## src/rtl/mux32_sel_reg.sv

```systemverilog
// mux32_sel_reg: N-way, WIDTH-bit word selector with a 5-bit index.
// y is the combinational pick. y_q/y_valid hold a registered copy for
// timing-critical consumers. Out-of-range indices select zero and raise sel_err.
module mux32_sel_reg #(
  parameter int WIDTH = 32,
  parameter int N     = 32,
  parameter int SEL_W = 5
) (
  input  logic                 clk,
  input  logic                 rst_n,
  input  logic                 en,
  input  logic [N*WIDTH-1:0]   data_in,
  input  logic [SEL_W-1:0]     sel,
  output logic [WIDTH-1:0]     y,
  output logic [WIDTH-1:0]     y_q,
  output logic                 y_valid,
  output logic                 sel_err
);

  // N may equal 2**SEL_W, so the bound needs one extra bit. The select is
  // zero-extended to match it.
  localparam logic [SEL_W:0] N_EXT = (SEL_W+1)'(N);

  logic [WIDTH-1:0] entry [N];
  logic             in_range;
  logic [WIDTH-1:0] pick;
  logic [WIDTH-1:0] cap_q,   cap_d;
  logic             valid_q, valid_d;

  // Unpack the flattened bus into one word per entry.
  for (genvar g = 0; g < N; g++) begin : g_entry
    assign entry[g] = data_in[g*WIDTH +: WIDTH];
  end

  // Range check against N, using the zero-extended select.
  assign in_range = ({1'b0, sel} < N_EXT);

  // AND-OR selection. At most one index matches, so the order of the loop
  // does not matter and no priority is implied.
  always_comb begin
    pick = '0;
    for (int i = 0; i < N; i++) begin
      if (sel == SEL_W'(i)) begin
        pick = pick | entry[i];
      end
    end
  end

  assign y       = in_range ? pick : '0;
  assign sel_err = ~in_range;

  // Next-state for the capture register. When en is high it loads whatever y
  // shows, including the zero for an out-of-range select.
  always_comb begin
    cap_d   = cap_q;
    valid_d = valid_q;
    if (en) begin
      cap_d   = y;
      valid_d = 1'b1;
    end
  end

  // Capture register. Reset clears it asynchronously.
  always_ff @(posedge clk or negedge rst_n) begin
    if (!rst_n) begin
      cap_q   <= '0;
      valid_q <= 1'b0;
    end else begin
      cap_q   <= cap_d;
      valid_q <= valid_d;
    end
  end

  assign y_q     = cap_q;
  assign y_valid = valid_q;

endmodule

```

## config.mk

```make
export PLATFORM = sky130hd
export DESIGN_NAME = mux32_sel_reg
export DESIGN_NICKNAME = d
export VERILOG_FILES = /design/src/rtl/mux32_sel_reg.sv
export SDC_FILE = /design/constraint.sdc
export NUM_CORES = 1
export LEC_CHECK = 0
export ABC_AREA = 1
export CORE_AREA = 2 2 423 425
export CTS_CLUSTER_SIZE = 30
export DETAILED_ROUTE_END_ITERATION = 6
export DIE_AREA = 0 0 425 427
export GPL_TIMING_DRIVEN = 0
export MAX_ROUTING_LAYER = met4
export RECOVER_POWER = 100
export SLEW_MARGIN = 15
export SYNTH_ARGS = -nofsm -noshare
export SYNTH_HDL_FRONTEND = slang
export SYNTH_SLANG_ARGS = --single-unit
export TNS_END_PERCENT = 20
```

## constraint.sdc

```tcl
create_clock -name clk -period 4.3 [get_ports clk]
set_input_delay 0.43 -clock clk [delete_from_list [all_inputs] [get_ports clk]]
set_output_delay 0.43 -clock clk [all_outputs]
set_load 0.02 [all_outputs]
```

==> results.md <==
* Run status: completed
* Internal power at 1.83 mW
* I/O pins at 1098
* Number of synthesized register bits at 33
* Leakage at 11.8 nW
* Setup_tns at 0 ns
* Synth Area per Inst at 4.84 um^2
* Largest net degree at the start of global routing at 20
* Vias in the first global route at 23400
* Worst stage delay on the critical path at 0.59 ns
* Synth top area share at 0.256
* Worst-Margin Slew at 1.37 ns
* R2R depth at 1
* CTS root buffer: clkbuf_16
* Min-delay worst type: input port to async pin
* Share of cells above drive strength 1 at 0.0733
* Skew-Pair Late Insertion Delay at 0.29 ns
* Seq pwr share at 0.106
* Die Wd at 425 um
* Crit path kind: input port to primary output
* Peak Freq at 233 MHz
* Cell variety after synth at 16
* Die ar. at 181000 um^2
* Congestion Overflow GR at 0
* Worst Setup Slack post-DPL at -1.22 ns
* Final nets at 4606
* Placer Congestion at 0.967
* Switching share of power at 0.506
* Cells after synthesis at 2437
* Starting density of the core at 0.0665
* Final Setup Violations at 0
* Area grow syn2layout at 128%
* Initial DRC Count at 2516
* Max Slew Vio Count at 0
* Global-route wire length before repair at 267000 um
* Top cells by area, synth: nand2_1 (26%), nand3_1 (24%), nand4_1 (22%)
* Via/cell ratio at 4.07
* CP endpoint kind: primary output
* Max IR drop VDD at 0.118 mV
* CTS tree: built
* Ys Warns at 0
* Detailed Place HPWL at 200000 um
* CP max FO at 10
* Residual DRC count at 0
* Rel. slew slack at 0.0848
* Floorplan row count at 155
* Clock Skews at 0 ns
* Fin. Hold Viols at 0
* PwrDens at 138 nW/um^2
* Syn Std Cell Area at 11800 um^2
* CTS Buf Count at 5
* Clock sinks at 33
* Critical path startpoint category: input port
* CP most frequent cell: nand2_2
* Hold_ws at 0.242 ns
* Fin crit period at 4.30 ns
* RSZ-0062 raised after global routing: true
* CTS hold repair buffers at 0
* Clock Path Buffers at 2
* Final worst setup slack at 0.00204 ns
* Worst EP required at 3.87 ns
* Crit-path cells: clkdlybuf4s50_1, nand2_2, nor2_4, buf_12, buf_4, buf_2, nand3_1, nand2_1, nor2_1, nand2_2, nor2_4, nand2_2, clkdlybuf4s50_1
* # H-tree levels at 2
* Die height at 427 um
* Initial antenna violation count at 153
* Crit path DAT at 3.87 ns
* Core area at 177000 um^2
* Logic gate share of total power at 0.777
* Overall Power at 3.71 mW
* Detail Route Antenna Nets at 0
* Vias at 24500
* Worst r2r dst: y_valid
* R2R Setup Slk at 3.50 ns
* Critical-path top delay cell: clkdlybuf4s50_1
* Reg2reg start: y_valid
* Fin crit share at 1.00
* Routed WL at 223000 um
* Cell taking the most area after synthesis: nand2_1
* Max Cap Violations at 0
* Clock network power share at 0.116
* DRT Pass-1 Iters at 6
* Syn_nets at 3469
* Port Buffers at 1094
* Sequential fraction of the synthesis area at 0.0701
* Total global-route track usage at 0.239
* Clock slew at the register clock pins of the worst setup and hold paths at 0.06 ns
* WL per Instance at 37.0 um
* Switching pwr at 1.88 mW
-- critical path, delay by kind of cell --
family        cells  cell delay, ns
simple gates      8            1.72
buf+inv           5            1.69
-- Yosys cell counts, drive strengths merged --
master and number:
nand2 807, or2 1, nand3 576, conb 1, inv 10, clkbuf 131, dfrtp 33, nor2 334
nand4 416, buf 128
-- placed cells by master, fill, tap and decap left out, types with 7 or more instances in the layout --
cell,synthesis,final
clkdlybuf4s50_1,0,1038
nand2_1,805,775
nand3_1,576,576
nand4_1,416,416
nor2_1,322,297
clkbuf_1,131,90
diode_2,0,84
buf_2,92,83
clkbuf_2,0,42
buf_4,1,35
dlygate4sd3_1,0,35
dfrtp_1,33,33
nand2_2,2,32
nor2_4,4,32
buf_1,35,29
dlygate4sd2_1,0,15
buf_12,0,7
-- metal layers --
metal / up-vias / part of all wire / GRT usage
li1: 10900 / - / -
met1: 11800 / 0.38 / 0.265
met2: 1495 / 0.50 / 0.414
met3: 288 / 0.091 / 0.0635
met4: 0 / 0.035 / 0.0772
met5: - / 0 / -
-- state kept, by name, indices dropped and copies added, names as in the netlist --
register	flops
y_valid	1
y_q	32
-- cell type report --
cell class	instances	area, um^2
inverter	10	42.5
clock buffer	5	125
fill	20800	150000
timing repair buffer	1130	11300
clock inverter	2	35.0
multi-input combinational	2135	10100
tap	2355	2950
buffer	259	1220
sequential	33	826
antenna	84	210
-- kinds of logic (layout without fill, tap and decap cells) --
group	count (synthesis)	after routing	share of synthesized area
AND/OR/NAND/NOR	2134	2134	0.834
buffers and inverters	269	1406	0.0957
other	1	85	0.000318
flip-flops	33	33	0.0701
-- power groups by stage --
| stage | combinational (mW) | sequential, mW | clock, mW |
|---|---|---|---|
| finish | 2.88 | 0.394 | 0.431 |
| global route | 3.00 | 0.401 | 0.456 |
| CTS | 2.93 | 0.397 | 0.434 |
| detailed placement | 2.87 | 0.401 | 0 |
| global placement | 2.86 | 0.401 | 0 |
| floorplan | 0.621 | 0.467 | 0 |
-- per-stage QoR --
step / cells / utilization / area, um^2
floorplan: 2437 / - / 11800
global placement: 5886 / 0.145 / 25700
CTS: 5928 / 0.150 / 26600
finish: 6013 / 0.151 / 26800
global route: 6001 / 0.151 / 26800
detailed placement: 5891 / 0.146 / 25800
-- repair_timing --
item | 4_1_cts | 5_1_grt
buffers inserted | 30 | 1
resized for setup | 160 | 14
endpoints found under the setup margin | 35 | 16
pin swaps | 12 | 1
-- how the worst max path moves through the flow --
| stage | depth (start not counted) | endpoint | slack [ns] | startpoint |
|---|---|---|---|---|
| finish | 13 | y[3] | 0.002 | sel[2] |
| detailed placement | 12 | y[2] | -1.22 | sel[0] |
| global route | 13 | y[20] | -0.05 | sel[2] |
| CTS | 12 | y[19] | -0.17 | sel[1] |
| floorplan | 11 | y[10] | 2.15 | sel[4] |
| global placement | 11 | y[0] | -1.91 | sel[4] |
Power figures use the tool's default switching activity.
